$ cat config.mk
export PLATFORM = sky130hd
export DESIGN_NAME = fpu_ret_collect_flat
export DESIGN_NICKNAME = d
export VERILOG_FILES = /design/src/rtl/fpu_ret_collect_if.sv /design/src/rtl/fpu_ret_collect.sv /design/src/flat_wrapper.sv
export SDC_FILE = /design/constraint.sdc
export NUM_CORES = 1
export LEC_CHECK = 0
export ABC_CLOCK_PERIOD_IN_PS = 7150
export CAP_MARGIN = 25
export CORE_MARGIN = 2
export CORE_UTILIZATION = 50
export CTS_CLUSTER_DIAMETER = 50
export DETAILED_ROUTE_END_ITERATION = 10
export HOLD_SLACK_MARGIN = 0.05
export PLACE_DENSITY = 0.82
export SYNTH_ARGS = -nofsm -noshare
export SYNTH_HDL_FRONTEND = slang
export SYNTH_SLANG_ARGS = --single-unit
export TNS_END_PERCENT = 100
$ cat constraint.sdc
create_clock -name clk -period 7.15 [get_ports clk]
set_input_delay 1.0725 -clock clk [delete_from_list [all_inputs] [get_ports clk]]
set_output_delay 1.0725 -clock clk [all_outputs]
set_load 0.02 [all_outputs]
$ cat src/rtl/fpu_ret_collect_if.sv
// Completion bundle between the three FP return ports, the collector and its consumer.
interface fpu_ret_collect_if;
  logic [13:0] u1_ret, u3_ret, u5_ret;
  logic        u1_ret_en, u3_ret_en, u5_ret_en;
  logic [13:0] out_ret;
  logic        out_valid, out_ready, out_trap;

  modport master (
    output u1_ret, u3_ret, u5_ret, u1_ret_en, u3_ret_en, u5_ret_en, out_ready,
    input  out_ret, out_valid, out_trap
  );
  modport slave (
    input  u1_ret, u3_ret, u5_ret, u1_ret_en, u3_ret_en, u5_ret_en, out_ready,
    output out_ret, out_valid, out_trap
  );
endinterface

$ cat src/rtl/fpu_ret_collect.sv
// Collects up to three FP completions per cycle into an in-order FIFO and
// tracks sticky exception flags, overflow and trap status of the head entry.
module fpu_ret_lane #(
  parameter int CW = 4
) (
  input  logic          en,
  input  logic [1:0]    prior,
  input  logic [CW-1:0] room,
  output logic          acc
);
  // A lane fits when the enabled lanes ahead of it have not used up the room.
  assign acc = en && (CW'(prior) < room);
endmodule

module fpu_ret_collect #(
  parameter int DEPTH = 8
) (
  input  logic                    clk,
  input  logic                    rst,
  input  logic [31:0]             fpcsr,
  fpu_ret_collect_if.slave        ret,
  input  logic                    flags_clr,
  output logic [5:0]              flags_sticky,
  output logic [$clog2(DEPTH):0]  free_cnt,
  output logic                    overflow
);
  localparam int PW    = $clog2(DEPTH);
  localparam int CW    = PW + 1;
  localparam int LANES = 3;

  logic [13:0]                 mem [DEPTH];
  logic [PW-1:0]               rd_ptr, wr_ptr;
  logic [CW-1:0]               count, count_next, room, n_acc;
  logic [LANES-1:0][13:0]      lane_word;
  logic [LANES-1:0]            lane_en, lane_acc;
  logic [LANES-1:0][1:0]       lane_pos;
  logic [5:0]                  flag_or;
  logic                        pop, drop;
  logic                        unused_fpcsr;

  assign unused_fpcsr = ^{fpcsr[31:13], fpcsr[6:0]};

  assign lane_word = {ret.u5_ret, ret.u3_ret, ret.u1_ret};
  assign lane_en   = {ret.u5_ret_en, ret.u3_ret_en, ret.u1_ret_en};

  assign ret.out_valid = (count != '0);
  assign ret.out_ret   = ret.out_valid ? mem[rd_ptr] : '0;
  assign ret.out_trap  = ret.out_valid & |(ret.out_ret[5:0] & ~fpcsr[12:7]);

  assign pop  = ret.out_valid & ret.out_ready;
  // A slot freed by this cycle's pop is usable by this cycle's pushes.
  assign room = CW'(DEPTH) - count + CW'(pop);

  always_comb begin
    lane_pos = '0;
    for (int i = 1; i < LANES; i++)
      lane_pos[i] = lane_pos[i-1] + 2'(lane_en[i-1]);
  end

  for (genvar i = 0; i < LANES; i++) begin : g_lane
    fpu_ret_lane #(.CW(CW)) u_lane (
      .en    (lane_en[i]),
      .prior (lane_pos[i]),
      .room  (room),
      .acc   (lane_acc[i])
    );
  end

  always_comb begin
    n_acc   = '0;
    flag_or = '0;
    for (int i = 0; i < LANES; i++) begin
      if (lane_acc[i]) begin
        n_acc   = n_acc + CW'(1);
        flag_or = flag_or | lane_word[i][5:0];
      end
    end
    drop       = |(lane_en & ~lane_acc);
    count_next = count + n_acc - CW'(pop);
  end

  // Accepted lanes are packed contiguously from wr_ptr, so lane_pos is the slot offset.
  always_ff @(posedge clk) begin
    if (!rst) begin
      for (int i = 0; i < LANES; i++)
        if (lane_acc[i]) mem[wr_ptr + PW'(lane_pos[i])] <= lane_word[i];
    end
  end

  always_ff @(posedge clk) begin
    if (rst) begin
      rd_ptr       <= '0;
      wr_ptr       <= '0;
      count        <= '0;
      free_cnt     <= CW'(DEPTH);
      flags_sticky <= '0;
      overflow     <= 1'b0;
    end else begin
      rd_ptr       <= rd_ptr + PW'(pop);
      wr_ptr       <= wr_ptr + n_acc[PW-1:0];
      count        <= count_next;
      free_cnt     <= CW'(DEPTH) - count_next;
      flags_sticky <= (flags_clr ? 6'h00 : flags_sticky) | flag_or;
      overflow     <= overflow | drop;
    end
  end
endmodule

$ cat src/flat_wrapper.sv
// flat-port wrapper written by rule: the top's interface ports become plain ports
module fpu_ret_collect_flat 
#(
  parameter int DEPTH = 8
)
  (clk, rst, fpcsr, flags_clr, flags_sticky, free_cnt, overflow, ret_u1_ret, ret_u3_ret, ret_u5_ret, ret_u1_ret_en, ret_u3_ret_en, ret_u5_ret_en, ret_out_ready, ret_out_ret, ret_out_valid, ret_out_trap);
  fpu_ret_collect_if ret_i ();
  input  logic clk;
  input  logic rst;
  input  logic [31:0] fpcsr;
  input  logic flags_clr;
  output logic [5:0] flags_sticky;
  output logic [$clog2(DEPTH):0] free_cnt;
  output logic overflow;
  input wire logic [$bits(ret_i.u1_ret)-1:0] ret_u1_ret;
  input wire logic [$bits(ret_i.u3_ret)-1:0] ret_u3_ret;
  input wire logic [$bits(ret_i.u5_ret)-1:0] ret_u5_ret;
  input wire logic [$bits(ret_i.u1_ret_en)-1:0] ret_u1_ret_en;
  input wire logic [$bits(ret_i.u3_ret_en)-1:0] ret_u3_ret_en;
  input wire logic [$bits(ret_i.u5_ret_en)-1:0] ret_u5_ret_en;
  input wire logic [$bits(ret_i.out_ready)-1:0] ret_out_ready;
  output wire logic [$bits(ret_i.out_ret)-1:0] ret_out_ret;
  output wire logic [$bits(ret_i.out_valid)-1:0] ret_out_valid;
  output wire logic [$bits(ret_i.out_trap)-1:0] ret_out_trap;
  assign ret_i.u1_ret = ret_u1_ret;
  assign ret_i.u3_ret = ret_u3_ret;
  assign ret_i.u5_ret = ret_u5_ret;
  assign ret_i.u1_ret_en = ret_u1_ret_en;
  assign ret_i.u3_ret_en = ret_u3_ret_en;
  assign ret_i.u5_ret_en = ret_u5_ret_en;
  assign ret_i.out_ready = ret_out_ready;
  assign ret_out_ret = ret_i.out_ret;
  assign ret_out_valid = ret_i.out_valid;
  assign ret_out_trap = ret_i.out_trap;
  fpu_ret_collect #(.DEPTH(DEPTH)) u_core (.clk(clk), .rst(rst), .fpcsr(fpcsr), .ret(ret_i), .flags_clr(flags_clr), .flags_sticky(flags_sticky), .free_cnt(free_cnt), .overflow(overflow));
endmodule
==> results of run 1 <==
## routing by layer
metal | vias to the layer above | global-route usage
li1 | 2608 | -
met1 | 3009 | 0.299
met2 | 286 | 0.420
met3 | 54 | 0.0414
met4 | 0 | 0.0892
met5 | - | 0
## placed cells by master, fill, tap and decap left out, types with 4 or more instances in the layout
cell	n
sky130_fd_sc_hd__nor3_1	4
sky130_fd_sc_hd__nor2_1	29
sky130_fd_sc_hd__edfxtp_1	112
sky130_fd_sc_hd__a41oi_1	11
sky130_fd_sc_hd__nand2_1	31
sky130_fd_sc_hd__ha_1	19
sky130_fd_sc_hd__clkdlybuf4s50_1	81
sky130_fd_sc_hd__dfxtp_1	19
sky130_fd_sc_hd__a32oi_1	6
sky130_fd_sc_hd__mux2_2	105
sky130_fd_sc_hd__clkbuf_16	17
sky130_fd_sc_hd__nand3_1	8
sky130_fd_sc_hd__a31oi_4	9
sky130_fd_sc_hd__a31oi_1	4
sky130_fd_sc_hd__xnor2_1	8
sky130_fd_sc_hd__mux2i_1	14
sky130_fd_sc_hd__mux4_2	28
sky130_fd_sc_hd__xor2_1	5
sky130_fd_sc_hd__nor2b_1	4
sky130_fd_sc_hd__buf_4	7
sky130_fd_sc_hd__mux2_4	46
sky130_fd_sc_hd__nand3_4	6
sky130_fd_sc_hd__inv_1	22
sky130_fd_sc_hd__mux2_1	73
## kinds of logic after synthesis
kind of cell | Yosys count | share of synthesized area
AOI/OAI and AO/OA | 43 | 0.0500
xor gates and xnor gates | 13 | 0.0126
adders and majority gates | 23 | 0.0340
buffers and inverters | 64 | 0.0453
DFF | 132 | 0.416
muxes | 266 | 0.383
and+or+nand+nor | 96 | 0.0600
## tightest hold or removal path, cell delays in order, from the launching register on
cell	delay [ns]
sky130_fd_sc_hd__dfxtp_1	0.33
sky130_fd_sc_hd__a21oi_1	0.05
sky130_fd_sc_hd__nor2_1	0.07
## where the power goes
part           switching (mW)  leakage [nW]  internal (mW)
registers              0.0661          1.19           1.06
clock network           0.341         0.285          0.550
logic                   0.976          2.28          0.765
## worst max path at each step
stage	start	endpoint
floorplan	u_core.count[0]	u_core.free_cnt[3]
CTS	u_core.count[0]	u_core.free_cnt[3]
global route	u_core.count[0]	u_core.free_cnt[3]
finish	ret_out_ready	u_core.free_cnt[3]
global placement	ret_out_ready	u_core.free_cnt[3]
detailed placement	ret_out_ready	u_core.free_cnt[3]
## cell type report
cell class,count,area share
timing repair buffer,89,0.0848
tap,229,0.0273
multi-input combinational,441,0.465
sequential,132,0.358
clock inverter,12,0.0148
inverter,22,0.00786
clock buffer,20,0.0416
## through the flow
| stage | total power [mW] | hold WS [ns] | setup slack (ns) | utilization | instance area (µm²) |
|---|---|---|---|---|---|
| finish | 3.75 | 0.486 | 2.00 | 0.589 | 10500 |
| global route | 3.94 | 0.535 | 1.52 | 0.589 | 10500 |
| CTS | 3.76 | 0.502 | 1.95 | 0.587 | 10500 |
| detailed placement | 2.87 | 0.484 | 1.53 | 0.554 | 9890 |
| global placement | 2.80 | 0.452 | 1.67 | 0.554 | 9890 |
| floorplan | 2.38 | 0.554 | 2.13 | - | 9060 |
## registers in the layout (all words and copies together), names as in the netlist
signal and flops:
u_core.free_cnt 3, u_core.count 4, u_core.overflow 1, u_core.mem 112, u_core.flags_sticky 6, u_core.wr_ptr 3, u_core.rd_ptr 3
## cells in the mapped netlist (2+ instances only)
library cell	number
sky130_fd_sc_hd__inv_1	22
sky130_fd_sc_hd__nor3_1	4
sky130_fd_sc_hd__buf_1	8
sky130_fd_sc_hd__o21ai_0	3
sky130_fd_sc_hd__a41oi_1	11
sky130_fd_sc_hd__edfxtp_1	112
sky130_fd_sc_hd__nand2_1	31
sky130_fd_sc_hd__a32oi_1	6
sky130_fd_sc_hd__buf_12	3
sky130_fd_sc_hd__buf_4	3
sky130_fd_sc_hd__clkbuf_1	9
sky130_fd_sc_hd__nor2b_1	4
sky130_fd_sc_hd__a31oi_1	4
sky130_fd_sc_hd__fa_1	3
sky130_fd_sc_hd__a31oi_4	9
sky130_fd_sc_hd__nor3b_1	2
sky130_fd_sc_hd__mux2_1	73
sky130_fd_sc_hd__dfxtp_1	20
sky130_fd_sc_hd__nor4bb_1	2
sky130_fd_sc_hd__o22ai_1	3
sky130_fd_sc_hd__nor2_1	29
sky130_fd_sc_hd__xor2_1	5
sky130_fd_sc_hd__buf_8	3
sky130_fd_sc_hd__mux4_2	28
sky130_fd_sc_hd__a21oi_1	2
sky130_fd_sc_hd__buf_6	9
sky130_fd_sc_hd__mux2_4	46
sky130_fd_sc_hd__mux2i_1	14
sky130_fd_sc_hd__xnor2_1	8
sky130_fd_sc_hd__ha_1	19
sky130_fd_sc_hd__buf_2	7
sky130_fd_sc_hd__mux2_2	105
sky130_fd_sc_hd__nand3_1	8
sky130_fd_sc_hd__nand3_4	6
==> qor_table.md, run 1 <==
| Stage | Metric | Reported |
|:---|:---|:---|
| timing | Fin. Hold Viols | 0 |
| setup path | Capturing element type of the critical path | flop |
| synthesis | Fraction of synthesis flops using an asynchronous set or reset pin | 0 |
| job | Count of maximum capacitance violations | 0 |
| setup path | Critical path's most frequent cell | sky130_fd_sc_hd__ha_1 |
| min path | Startpoint of the most critical hold path | u_core.overflow |
| layout | Layout fillers | 1337 |
| placed design | Number of port buffers | 81 |
| die | Number of placement rows | 49 |
| die | Area of the die | 19200 µm² |
| pwr | Leak Pwr | 3.75 nW |
| die | Io pins | 108 |
| timing | Maximum clock frequency | 194 MHz |
| pwr | Areal power density over the cells | 357 nW/µm² |
| setup path | Crit path largest cell delay | 0.50 ns |
| setup path | Worst Path Class, Setup | in2reg |
| clock tree | Root Buffer | sky130_fd_sc_hd__clkbuf_16 |
| routing | Routed length on met1 | 9090 µm |
| synthesis | Mean area per synthesized cell | 14.2 µm² |
| clock tree | Clock sink total | 132 |
| layout | Nets | 806 |
| global route | Number of antenna violations at the first check in global routing | 0 |
| setup path | Type of origin of the critical path | primary input |
| setup path | CP Cell Sequence | clkdlybuf4s50_1 > nand2_1 > ha_1 > inv_1 > ha_1 > inv_1 > buf_4 > ha_1 > o21a_1 > nor2_1 > o21a_2 > o21ai_0 > ha_1 > inv_1 > ha_1 > a21o_1 > a21oi_1 > xnor2_1 > xnor2_1 > nand2b_1 |
| routing | Met2 WL post-DR | 11700 µm |
| clock tree | Clock network latency to the later pin of the worst-skew pair | 0.42 ns |
| routing | DRT Wirelength | 22900 µm |
| layout | Area occupied by registers | 3760 µm² |
| synthesis | Share of Yosys cell area claimed by the top area cell type | 0.371 |
| min path | Hold depth | 2 |
| routing | Number of remaining DRC errors | 0 |
| placed design | Count of placed standard cells including taps | 912 |
| setup path | Reg2Reg Setup Slack | 2.00 ns |
| routing | Routed wirelength normalized by instance count | 24.3 µm |
| clock tree | CTS hold repair buffers | 0 |
| clock tree | H-tree depth | 4 |
| clock tree | Buffers from clock root to sink, at most | 2 |
| synthesis | Count of flip-flops with a built-in enable after synthesis | 112 |
| min path | Path category of the worst min-delay check | reg2reg |
| placed design | HPWL after DPL | 14200 µm |
| routing | Total length of routed met3 wires | 1570 µm |
| timing | Final-report setup violation count | 0 |
| timing | Final period demand of the worst path | 5.15 ns |
| synthesis | Cell types occupying the most area after synthesis | sky130_fd_sc_hd__edfxtp_1, sky130_fd_sc_hd__mux2_2, sky130_fd_sc_hd__mux2_1 |
| layout | Count of placed standard cells in the final layout, fillers left out | 945 |
| synthesis | Synthesis Warnings | 0 |
| clock tree | Number of cells upsized or downsized after cts | 0 |
| routing | DRT Pass-1 Iters | 6 |
| layout | Proportion of layout cells with a drive suffix above 1 | 0.332 |
| placed design | Routability cong. | 0.815 |
| global route | Largest net degree at the start of global routing | 33 |
| synthesis | Share of synthesized area occupied by flip-flops and latches | 0.416 |
| synthesis | Cell Area, Synth | 9060 µm² |
| layout | Multi-input gate area | 4890 µm² |
| timing | Setup TNS | 0 ns |
| synthesis | Most frequently used flop master after synthesis | sky130_fd_sc_hd__edfxtp_1 |
| setup path | Data arrival time of the critical path | 5.47 ns |
| routing | Detailed Route Iter0 Violations | 590 |
| timing | Slew @ Worst Pin | 1.00 ns |
| routing | Number of vias in the routed layout | 5957 |
| setup path | Top fanout value on the critical path | 12 |
| synthesis | Syn Nets | 740 |
| clock tree | Setup repair bufs after CTS | 0 |
| clock tree | Clock tree from TritonCTS | yes |
| layout | Number of diodes added for antenna fixing | 0 |
| setup path | R2R Path End | u_core.free_cnt[3] |
| routing | Antenna-violating nets left | 0 |
| setup path | Stages on the worst setup path | 20 |
| min path | Hold Crit Endpoint | u_core.overflow |
| setup path | Delay-heaviest family, CP | adder cells |
| synthesis | Number of library cell types mapped by synthesis | 50 |
| synthesis | Largest area contributor in the netlist | sky130_fd_sc_hd__edfxtp_1 |
| die | Die Ht | 139 µm |
| pwr | Maximum resistive drop on vdd | 0.378 mV |
| timing | Final count of pins violating max slew | 0 |
| die | Core area | 17800 µm² |
| global route | Number of global-route vias before repair | 6379 |
| layout | Area added between synthesis and finish | 16.0% |
| die | Horiz. Die Dim | 139 µm |
| routing | Top layer reached by signal wires | met4 |
| setup path | Standard cell with the maximum stage delay on the critical path | sky130_fd_sc_hd__o21a_2 |
| setup path | Count of buffering cells on the critical path with inverters included | 5 |
| synthesis | Gate count after technology mapping | 637 |
| timing | Worst slew margin | 0.330 |
| global route | First-pass GRT wire length | 35300 µm |
| timing | Unrepaired setup endpoints after global routing | false |
| global route | Overall overflow remaining after global route | 0 |
| global route | GRT Total Usage | 0.240 |
| run status | Result of the run | completed |
| synthesis | Number of synthesized register bits | 132 |
| setup path | Depth of the worst register-to-register path | 22 |
| routing | Vias/cell | 6.30 |
| setup path | Required time of the critical path | 7.47 ns |
| clock tree | Clock-pin transition on the worst setup and hold timing paths | 0.06 ns |
| setup path | R2r startpoint | u_core.count[0] |
| clock tree | Number of buffers added by the clock tree synthesis step | 17 |
| timing | Worst clock skew | 0.00903 ns |
| timing | Final worst-path cycle share | 0.721 |
| die | Initial core utilization | 0.508 |
(Power assumes the default switching activity.)
==> run 2: changes to the inputs <==
--- a/config.mk
+++ b/config.mk
@@ -5,7 +5,7 @@
 export SDC_FILE = /design/constraint.sdc
 export NUM_CORES = 1
 export LEC_CHECK = 0
-export ABC_CLOCK_PERIOD_IN_PS = 7150
+export ABC_CLOCK_PERIOD_IN_PS = 5130
 export CAP_MARGIN = 25
 export CORE_MARGIN = 2
 export CORE_UTILIZATION = 50
==> constraint.sdc (replaced) <==
create_clock -name clk -period 5.13 [get_ports clk]
set_input_delay 0.7695 -clock clk [delete_from_list [all_inputs] [get_ports clk]]
set_output_delay 0.7695 -clock clk [all_outputs]
set_load 0.02 [all_outputs]
==> run 2 against run 1 <==
  * Flip-flop and latch count unchanged
  * Cell area increased by 1.2%
  * Clock power increased by 36%
  * Total power increased by 41%
  * First-iteration DRC count increased by 13%
  * Hold slack got worse by 0.0059 ns
  * Setup slack got worse by 1.4 ns
  * Routed wire length increased by 1.8%
  * Global-route usage increased by 0.59 points
  * Critical endpoint unchanged
  * Highest routed layer unchanged
==> qor_table.md, run 2 (synthesis results as in run 1) <==
| Stage | Metric | Reported | Change |
|:---|:---|:---|:---|
| layout | Most common cell after layout, fill and taps aside | sky130_fd_sc_hd__edfxtp_1 | unchanged |
| setup path | Crit path largest cell delay | 0.44 ns | was 0.50 ns |
| setup path | Critical path's most frequent cell | sky130_fd_sc_hd__ha_1 | unchanged |
| die | Die Ht | 139 µm | unchanged |
| die | Core area | 17800 µm² | unchanged |
| timing | Unrepaired setup endpoints after global routing | false | unchanged |
| routing | Routed wirelength normalized by instance count | 24.2 µm | was 24.3 µm |
| timing | Final-report setup violation count | 0 | unchanged |
| pwr | Sw Share | 0.365 | was 0.368 |
| routing | DRT Pass-1 Iters | 7 | was 6 |
| timing | Final period demand of the worst path | 4.52 ns |  |
| setup path | Required time of the critical path | 5.45 ns | was 7.47 ns |
| setup path | Top fanout value on the critical path | 7 | was 12 |
| global route | Number of antenna violations at the first check in global routing | 0 | unchanged |
| timing | Worst slew margin | 0.312 | was 0.330 |
| timing | Maximum clock frequency | 221 MHz |  |
| placed design | HPWL after DPL | 15200 µm | was 14200 µm |
| routing | DRT Wirelength | 23300 µm | was 22900 µm |
| clock tree | Clock network latency to the later pin of the worst-skew pair | 0.43 ns | was 0.42 ns |
| clock tree | Clock tree from TritonCTS | yes | unchanged |
| setup path | Critical path launch point | u_core.count[0] | was ret_out_ready |
| run status | Result of the run | completed | unchanged |
| routing | Detailed Route Iter0 Violations | 666 | was 590 |
| global route | Number of global-route vias before repair | 6428 | was 6379 |
| timing | Fin. Hold Viols | 0 | unchanged |
| setup path | Capturing element type of the critical path | flop | unchanged |
| routing | Antenna-violating nets left | 0 | unchanged |
| die | Area of the die | 19200 µm² | unchanged |
| pwr | Maximum resistive drop on vdd | 0.495 mV | was 0.378 mV |
| clock tree | Root Buffer | sky130_fd_sc_hd__clkbuf_16 | unchanged |
| placed design | Routability cong. | 0.838 | was 0.815 |
| clock tree | CTS hold repair buffers | 0 | unchanged |
| setup path | Count of buffering cells on the critical path with inverters included | 2 | was 5 |
| timing | Setup TNS | 0 ns | unchanged |
| routing | Vias/cell | 6.26 | was 6.30 |
| pwr | Sequential power share | 0.303 | was 0.299 |
| setup path | R2r startpoint | u_core.count[0] | unchanged |
| die | Number of placement rows | 49 | unchanged |
| pwr | Leak Pwr | 3.84 nW | was 3.75 nW |
| setup path | Type of origin of the critical path | flop | was primary input |
| global route | Largest net degree at the start of global routing | 20 | was 33 |
| setup path | Standard cell with the maximum stage delay on the critical path | sky130_fd_sc_hd__fa_1 | was sky130_fd_sc_hd__o21a_2 |
| timing | Slew @ Worst Pin | 1.03 ns | was 1.00 ns |
| setup path | Reg2Reg Setup Slack | 0.61 ns | was 2.00 ns |
| pwr | Cell-internal power | 3.36 mW | was 2.37 mW |
| layout | Area added between synthesis and finish | 17.4% | was 16.0% |
| timing | Final count of pins violating max slew | 0 | unchanged |
| setup path | CP Cell Sequence | nor4_2 > inv_1 > nand2_1 > ha_1 > inv_1 > ha_1 > nor3b_1 > a41o_2 > nand3_1 > and2_1 > ha_1 > o21ai_0 > ha_1 > fa_1 > xor2_1 > nand3_1 > xnor2_1 > nand2b_1 | was clkdlybuf4s50_1 > nand2_1 > ha_1 > inv_1 > ha_1 > inv_1 > buf_4 > ha_1 > o21a_1 > nor2_1 > o21a_2 > o21ai_0 > ha_1 > inv_1 > ha_1 > a21o_1 > a21oi_1 > xnor2_1 > xnor2_1 > nand2b_1 |
| min path | Path category of the worst min-delay check | reg2reg | unchanged |
| setup path | Stages on the worst setup path | 18 | was 20 |
| placed design | Number of port buffers | 81 | unchanged |
| timing | Post-layout worst setup margin | 0.607 ns | was 2.00 ns |
| placed design | Count of placed standard cells including taps | 933 | was 912 |
| routing | Number of remaining DRC errors | 0 | unchanged |
| layout | Highest-count cells in the layout ignoring fill and taps | sky130_fd_sc_hd__edfxtp_1, sky130_fd_sc_hd__mux2_2, sky130_fd_sc_hd__clkdlybuf4s50_1, sky130_fd_sc_hd__mux2_1, sky130_fd_sc_hd__mux2_4 | unchanged |
| setup path | Depth of the worst register-to-register path | 18 | was 22 |
| die | Initial core utilization | 0.508 | unchanged |
| timing | Final worst-path cycle share | 0.882 |  |
| placed design | Instance area at placement | 10100 µm² | was 9890 µm² |
| layout | Number of flip-flops in the largest register | 112 | unchanged |
| timing | Min Hold Slack | 0.481 ns | was 0.486 ns |
| layout | Nets | 826 | was 806 |
| die | Io pins | 108 | unchanged |
| layout | Count of placed standard cells in the final layout, fillers left out | 965 | was 945 |
| job | Count of maximum capacitance violations | 0 | unchanged |
| layout | Design Area, Final | 10600 µm² | was 10500 µm² |
| pwr | Clock power share | 0.230 | was 0.237 |
| clock tree | Buffers from clock root to sink, at most | 2 | unchanged |
| clock tree | Clock-pin transition on the worst setup and hold timing paths | 0.06 ns | about the same |
| pwr | Net load switching power | 1.93 mW | was 1.38 mW |
| placed design | Placement-stage worst setup slack | 0.297 ns | was 1.53 ns |
| global route | First-pass GRT wire length | 36000 µm | was 35300 µm |
| clock tree | Number of buffers added by the clock tree synthesis step | 17 | unchanged |
| global route | Overall overflow remaining after global route | 0 | unchanged |
| layout | Multi-input gate area | 4890 µm² | unchanged |
| clock tree | Clock sink total | 132 | unchanged |
| pwr | Areal power density over the cells | 497 nW/µm² | was 357 nW/µm² |
| global route | GRT Total Usage | 0.246 | was 0.240 |
| setup path | Delay-heaviest family, CP | simple AND/OR/NAND/NOR gates | was adder cells |
| clock tree | Number of cells upsized or downsized after cts | 0 | unchanged |
| timing | Worst clock skew | 0.00797 ns | was 0.00903 ns |
| clock tree | Setup repair bufs after CTS | 0 | unchanged |
| die | Horiz. Die Dim | 139 µm | unchanged |
| setup path | Worst Path Class, Setup | reg2reg | was in2reg |
| layout | Number of diodes added for antenna fixing | 0 | unchanged |
| layout | Area occupied by registers | 3760 µm² | unchanged |
| layout | Layout fillers | 1354 | was 1337 |
| pwr | Combinational share of power | 0.467 | was 0.464 |
| setup path | Data arrival time of the critical path | 4.84 ns | was 5.47 ns |
| setup path | R2R Path End | u_core.free_cnt[3] | unchanged |
| routing | Number of vias in the routed layout | 6043 | was 5957 |
| setup path | Critical Path End | u_core.free_cnt[3] | unchanged |
| layout | Proportion of layout cells with a drive suffix above 1 | 0.345 | was 0.332 |
| clock tree | H-tree depth | 4 | unchanged |
## run 2: cell count changes in the layout (fill, tap and decap cells not counted)
cell,previous run,this run
sky130_fd_sc_hd__buf_16,1,0
sky130_fd_sc_hd__clkinvlp_4,2,1
sky130_fd_sc_hd__buf_12,0,1
sky130_fd_sc_hd__buf_4,7,27
sky130_fd_sc_hd__inv_6,3,1
sky130_fd_sc_hd__clkinv_1,0,4
sky130_fd_sc_hd__clkinv_4,1,0
## run 2: how the worst min path moves through the flow
| stage | startpoint | end | slack, ns | cells past startpoint |
|---|---|---|---|---|
| 6_report | u_core.overflow | u_core.overflow | 0.48 | 2 |
| 3_5_place_dp | u_core.overflow | u_core.overflow | 0.47 | 2 |
| 4_1_cts | u_core.overflow | u_core.overflow | 0.49 | 2 |
| 5_1_grt | u_core.overflow | u_core.overflow | 0.51 | 2 |
| 2_1_floorplan | u_core.rd_ptr[0] | u_core.rd_ptr[0] | 0.55 | 2 |
| 3_3_place_gp | u_core.overflow | u_core.overflow | 0.45 | 2 |
## run 2: metal layers
metal | routed length (µm) | GRT usage | vias to the layer above
met1 | 9090 | 0.306 | 3029
met4 | 400 | 0.0816 | 0
met2 | 11900 | 0.426 | 322
met3 | 1900 | 0.0556 | 42
li1 | - | - | 2650
met5 | 0 | 0 | -
## run 2: through the flow
step	utilization	power (mW)
floorplan	-	3.31
global placement	0.564	3.98
detailed placement	0.564	4.08
CTS	0.596	5.30
global route	0.596	5.55
finish	0.596	5.29
## run 2: power by group through the flow
stage / sequential (mW) / combinational, mW / clock (mW)
2_1_floorplan: 1.57 / 1.74 / 0
3_3_place_gp: 1.61 / 2.37 / 0
3_5_place_dp: 1.63 / 2.46 / 0
4_1_cts: 1.61 / 2.47 / 1.22
5_1_grt: 1.63 / 2.66 / 1.26
6_report: 1.60 / 2.47 / 1.21
## run 2: layout make-up
class / count / share of cell area
Sequential cell: 132 / 0.354
Timing Repair Buffer: 109 / 0.0972
Inverter: 22 / 0.00777
Tap cell: 229 / 0.0270
Clock inverter: 12 / 0.0128
Multi-Input combinational cell: 441 / 0.460
Clock buffer: 20 / 0.0411
## run 2: worst min-delay path, delay by kind of cell, from the launching register on
kind            cells  cell delay [ns]
compound gates      1             0.05
flops               1             0.33
simple gates        1             0.07
==> RTL change 1, RTL diff (flow settings as in run 2) <==
`DEPTH` is set to 8 in 2 places; all go to 16.
--- a/src/rtl/fpu_ret_collect.sv
+++ b/src/rtl/fpu_ret_collect.sv
@@ -13,7 +13,7 @@
 endmodule
 
 module fpu_ret_collect #(
-  parameter int DEPTH = 8
+  parameter int DEPTH = 16
 ) (
   input  logic                    clk,
   input  logic                    rst,
--- a/src/flat_wrapper.sv
+++ b/src/flat_wrapper.sv
@@ -1,7 +1,7 @@
 // flat-port wrapper written by rule: the top's interface ports become plain ports
 module fpu_ret_collect_flat 
 #(
-  parameter int DEPTH = 8
+  parameter int DEPTH = 16
 )
   (clk, rst, fpcsr, flags_clr, flags_sticky, free_cnt, overflow, ret_u1_ret, ret_u3_ret, ret_u5_ret, ret_u1_ret_en, ret_u3_ret_en, ret_u5_ret_en, ret_out_ready, ret_out_ret, ret_out_valid, ret_out_trap);
   fpu_ret_collect_if ret_i ();
Ports: changed (resized free_cnt); port bits go from 108 to 109. The function was not compared with the original's and may differ.
==> RTL change 1 against run 2 <==
  * Wire length up 110%
  * Non-clock buffer count up 32
  * Count of clock-buffer cells in the layout up 14
  * Power up 50%
  * Design area up 66%
  * Final cell count up 120%
  * Clock skew up 0.023 ns
  * Highest routed layer unchanged
  * Sequential cell count up 116
  * Setup slack worse by 0.25 ns
  * Die area up 73%
  * Synthesized area up 75%
  * Via count up 140%
  * First-iteration DRC count rose to 3.7 times the old value
==> RTL change 1: results (changes against run 2) <==
layout cells sized above 1: 0.1144 (-0.2307)
register area share after synthesis: 0.4548 (+0.03923)
Clock buffer cells: 34 (+70%)
Post-Synth XOR/XNOR Area: 0.007737 (-0.004834)
Synth area leaders: edfxtp_1 (42%), nand2_1 (11%), a31oi_1 (8.9%)
detailed placement HPWL: 33530 µm (+120%)
Non-clock buffering overhead: 0.07210 (-0.02513)
switching share of power: 0.3681 (+0.002801)
Non-clk invs: 37 (+68%)
DR iter-0 viols: 2481 (+270%)
maximum vdd ir drop: 0.0004675 V (-5.5%)
top cells by count, synth: nand2_1 (471), nor2_1 (256), a31oi_1 (226)
gpl congestion: 0.9433 (+13%)
count of cell types in the netlist: 64 (+28%)
Syn Inst Count: 1747 (+170%)
Slowest Stage Delay on Critical Path: 0.52 ns (+0.08 ns)
Comb power: 3100 µW (+26%)
Buffers on Ports: 82 (+1.2%)
synthesized net count: 1854 (+150%)
aggregate routed wire length: 49080 µm (+110%)
final core utilization: 0.5633 (-0.03250)
worst slack at placement: 0.3349 ns (+0.03821 ns)
multi-input combinational area share: 0.4300 (-0.03003)
Tot GR Track Use: 0.2946 (+0.04859)
Pint: 5006 µW (+49%)
Final Net Count: 1825 (+120%)
vias in the first global route: 13960 (+120%)
#MultiIn Comb: 1260 (+190%)
critical path arrival: 5.21 ns (+0.37 ns)
clock tree buffer depth: 3 (+1)
Clk network pwr share: 0.258 (+0.028)
Compound-Gate Fraction of Synth Area: 0.1448 (+0.09479)
critical path startpoint: u_core.count[2]
Row Count: 65 (+33%)
Least-Margin Pin Slew: 0.9924 ns (-0.03787 ns)
post-synthesis adder-cell area fraction: 0.02258 (-0.01140)
slowest cell on the critical path: or3_1
largest net degree at the start of global routing: 34 (+70%)
fillers: 2543 (+88%)
average wire per cell in the routed design: 22.92 µm (-5.2%)
placed cell count: 2088 (+120%)
crit path to: u_core.free_cnt[4]
FF/Latch Area: 7212 µm² (+92%)
CTS buffer count: 30 (+13)
fraction of area in clock buffers and inverters: 0.05384 (-0.00006607)
outcome: finished clean
Final Skew: 0.03086 ns (+0.02290 ns)
fin crit share: 0.9306 (+0.04900)
#FFs+latches synth: 248 (+88%)
max reg flops: 224 (+100%)
first drt pass iteration count: 8 (+1)
first-pass GRT wire length: 76130 µm (+110%)
DP Area: 16730 µm² (+66%)
DR vias/cell: 6.693 (+6.9%)
EDFF count, synth: 224 (+100%)
reg-to-reg setup timing slack: 0.36 ns (-0.25 ns)
multiplexer area fraction after synthesis: 0.09308 (-0.2896)
-- RTL change 1: cell types whose count changed in the layout (fill, tap and decap cells not counted), moves of 15 or more --
cell / delta
mux2_4: -46
nor2_1: +227
nor2b_1: +15
buf_4: +30
mux2_2: -104
a22oi_1: +16
edfxtp_1: +112
mux4_2: +25
mux2_1: -73
a31oi_1: +222
nand2_1: +440
-- RTL change 1: metal layers --
metal  GRT usage  part of all wire  vias to the layer above
met2      0.4882              0.47                     1251
li1            -                 -                     6143
met5           0                 0                        -
met4      0.1571             0.060                        0
met1      0.3613              0.33                     6655
met3     0.06418              0.13                      280
-- RTL change 1: worst reg2reg max path: cells and delay by family, from the launching register on --
family	cells	cell delay [ns]
AND/OR/NAND/NOR	7	1.58
flip-flops	1	0.33
buffers and inverters	3	0.29
adder cells (fa/ha/maj)	5	1.22
AO/OA/AOI/OAI	4	0.79
XOR/XNOR	2	0.46
==> RTL change 2, RTL diff (flow settings as in run 2) <==
Made on the original files. Put one more register stage on the output `flags_sticky`, without a reset. The value now appears one clock later. The other outputs are not delayed to match.
--- a/src/rtl/fpu_ret_collect.sv
+++ b/src/rtl/fpu_ret_collect.sv
@@ -27,6 +27,8 @@
   localparam int PW    = $clog2(DEPTH);
   localparam int CW    = PW + 1;
   localparam int LANES = 3;
+
+  logic [5:0] flags_sticky_s0;
 
   logic [13:0]                 mem [DEPTH];
   logic [PW-1:0]               rd_ptr, wr_ptr;
@@ -93,16 +95,20 @@
       wr_ptr       <= '0;
       count        <= '0;
       free_cnt     <= CW'(DEPTH);
-      flags_sticky <= '0;
+      flags_sticky_s0 <= '0;
       overflow     <= 1'b0;
     end else begin
       rd_ptr       <= rd_ptr + PW'(pop);
       wr_ptr       <= wr_ptr + n_acc[PW-1:0];
       count        <= count_next;
       free_cnt     <= CW'(DEPTH) - count_next;
-      flags_sticky <= (flags_clr ? 6'h00 : flags_sticky) | flag_or;
+      flags_sticky_s0 <= (flags_clr ? 6'h00 : flags_sticky_s0) | flag_or;
       overflow     <= overflow | drop;
     end
   end
+  always_ff @(posedge clk) begin
+    flags_sticky <= flags_sticky_s0;
+  end
+
 endmodule
 
Formal check against the unedited RTL: not equivalent (Yosys sat finds a counterexample within 4 cycles, from zero or initial values and one cycle with rst high).
==> RTL change 2 against run 2 <==
  * Setup slack improved by 0.19 ns
  * Synthesized area rose by 1.3%
  * Die area up 1.3%
  * Wire length rose by 1.8%
  * Sequential cell count increased by 6
  * Power fell by 1.5%
  * Hold slack lost 0.13 ns
  * Design area rose by 0.46%
  * Largest cell class unchanged
==> RTL change 2: results (changes against run 2) <==
outcome: finished clean
Root Driver: clkbuf_16
cells on worst reg2reg path: 18 (unchanged)
top cells by count, synth: edfxtp_1 (112), mux2_2 (105), mux2_1 (73)
register area share after synthesis: 0.4232 (+0.007650)
worst hold path type: reg2reg
Final Slew Violations: 0 (unchanged)
initial antenna violation count: 0 (unchanged)
ANT cells: 0 (unchanged)
clock tree buffer depth: 2 (unchanged)
H-tree Lvls: 4 (unchanged)
Tot GR Track Use: 0.2502 (+0.004269)
Final Net Count: 833 (+0.85%)
ys async rst share: 0 (unchanged)
max reg flops: 112 (unchanged)
CTS Hold Bufs: 0 (unchanged)
Final Skew: 0.007136 ns (-0.0008303 ns)
WHS Path Cells: 0 (-2)
worst skew pair latency: 0.43 ns (about the same)
DR iter-0 viols: 439 (-34%)
Pleak: 0.003852 µW (+0.38%)
vias in the first global route: 6474 (+0.72%)
Slowest Stage Delay on Critical Path: 0.44 ns (about the same)
delay-heaviest family, CP: simple AND/OR/NAND/NOR gates
slowest cell on the critical path: fa_1
yosys warns: 0 (unchanged)
synthesized net count: 746 (+0.81%)
count of cell types in the netlist: 50 (unchanged)
critical path arrival: 4.66 ns (-0.18 ns)
Worst-path clk slew: 0.06 ns (about the same)
detailed placement HPWL: 15700 µm (+3.1%)
gpl congestion: 0.8335 (-0.56%)
CTS buffer count: 17 (unchanged)
first-pass GRT wire length: 36570 µm (+1.7%)
CP max FO: 7 (unchanged)
Slew headroom: 0.4141 (+0.1019)
average wire per cell in the routed design: 24.55 µm (+1.5%)
layout cells sized above 1: 0.3396 (-0.005461)
Setup Buffers After CTS: 0 (unchanged)
Buffers on Ports: 81 (unchanged)
PostCTS Resize Cnt: 0 (unchanged)
Synth area leaders: edfxtp_1 (37%), mux2_2 (13%), mux2_1 (9.0%)
maximum vdd ir drop: 0.0004975 V (+0.59%)
first drt pass iteration count: 6 (-1)
largest net degree at the start of global routing: 26 (+30%)
DR vias/cell: 6.256 (about the same)
EDFF count, synth: 112 (unchanged)
-- RTL change 2: cell count changes in the layout (fill, tap and decap cells not counted), sizes merged --
cell    change
clkinv      -3
buf         +1
dfxtp       +6
inv         -1
clkbuf      +3
bufinv      -3
-- RTL change 2: final cells by class --
class,count,area [µm²]
clock inverter,5,26.28
tap,229,286.5
fill,1377,7284
multi-input combinational,441,4890
sequential,138,3885
inverter,22,82.58
clock buffer,23,447.9
timing repair buffer,110,1061
-- RTL change 2: logic make-up after synthesis --
logic type	Yosys count	share of synthesized area
flip-flops	138	0.4232
multiplexers	266	0.3776
AND/OR/NAND/NOR	96	0.05917
adder cells (fa/ha/maj)	23	0.03354
buffers and inverters	64	0.04472
AO/OA/AOI/OAI	43	0.04935
XOR/XNOR	13	0.01241
-- RTL change 2: path summary, 6_finish.rpt --
path                              from                     end  slack (ns)
max                    u_core.count[0]      u_core.free_cnt[3]        0.80
min          u_core.flags_sticky_s0[4]  u_core.flags_sticky[4]        0.36
min reg2reg  u_core.flags_sticky_s0[4]  u_core.flags_sticky[4]        0.36
max reg2reg            u_core.count[0]      u_core.free_cnt[3]        0.80
-- RTL change 2: worst reg2reg max path: cells and delay by family (launching register included) --
family,cells,cell delay [ns]
adders and majority gates,5,1.34
and+or+nand+nor,7,1.44
buffers and inverters,2,0.14
xor gates and xnor gates,2,0.45
AOI/OAI and AO/OA,2,0.51
DFF,1,0.34
-- RTL change 2: through the flow --
stage / instance area [µm²] / instances / total power (µW) / setup slack (ns)
2_1_floorplan: 9178 / 643 / 3374 / 0.1109
3_3_place_gp: 10180 / 939 / 4056 / 0.5096
3_5_place_dp: 10180 / 939 / 4170 / 0.4214
4_1_cts: 10650 / 967 / 5217 / 0.7766
5_1_grt: 10680 / 968 / 5464 / 0.3540
6_report: 10680 / 968 / 5206 / 0.7972
-- RTL change 2: power breakdown --
part / internal, µW / switching (µW) / leakage, µW / total [µW]
clock network: 600 / 443 / 0.000230 / 1040
registers: 1530 / 137 / 0.00124 / 1660
logic: 1140 / 1360 / 0.00239 / 2500
-- RTL change 2: layer usage --
metal | global-route usage | part of all wire | up-vias | routed length (µm)
li1 | - | - | 2664 | -
met1 | 0.3110 | 0.40 | 3064 | 9473
met2 | 0.4327 | 0.51 | 273 | 12160
met3 | 0.05506 | 0.067 | 55 | 1588
met4 | 0.08559 | 0.023 | 0 | 544
met5 | 0 | 0 | - | 0
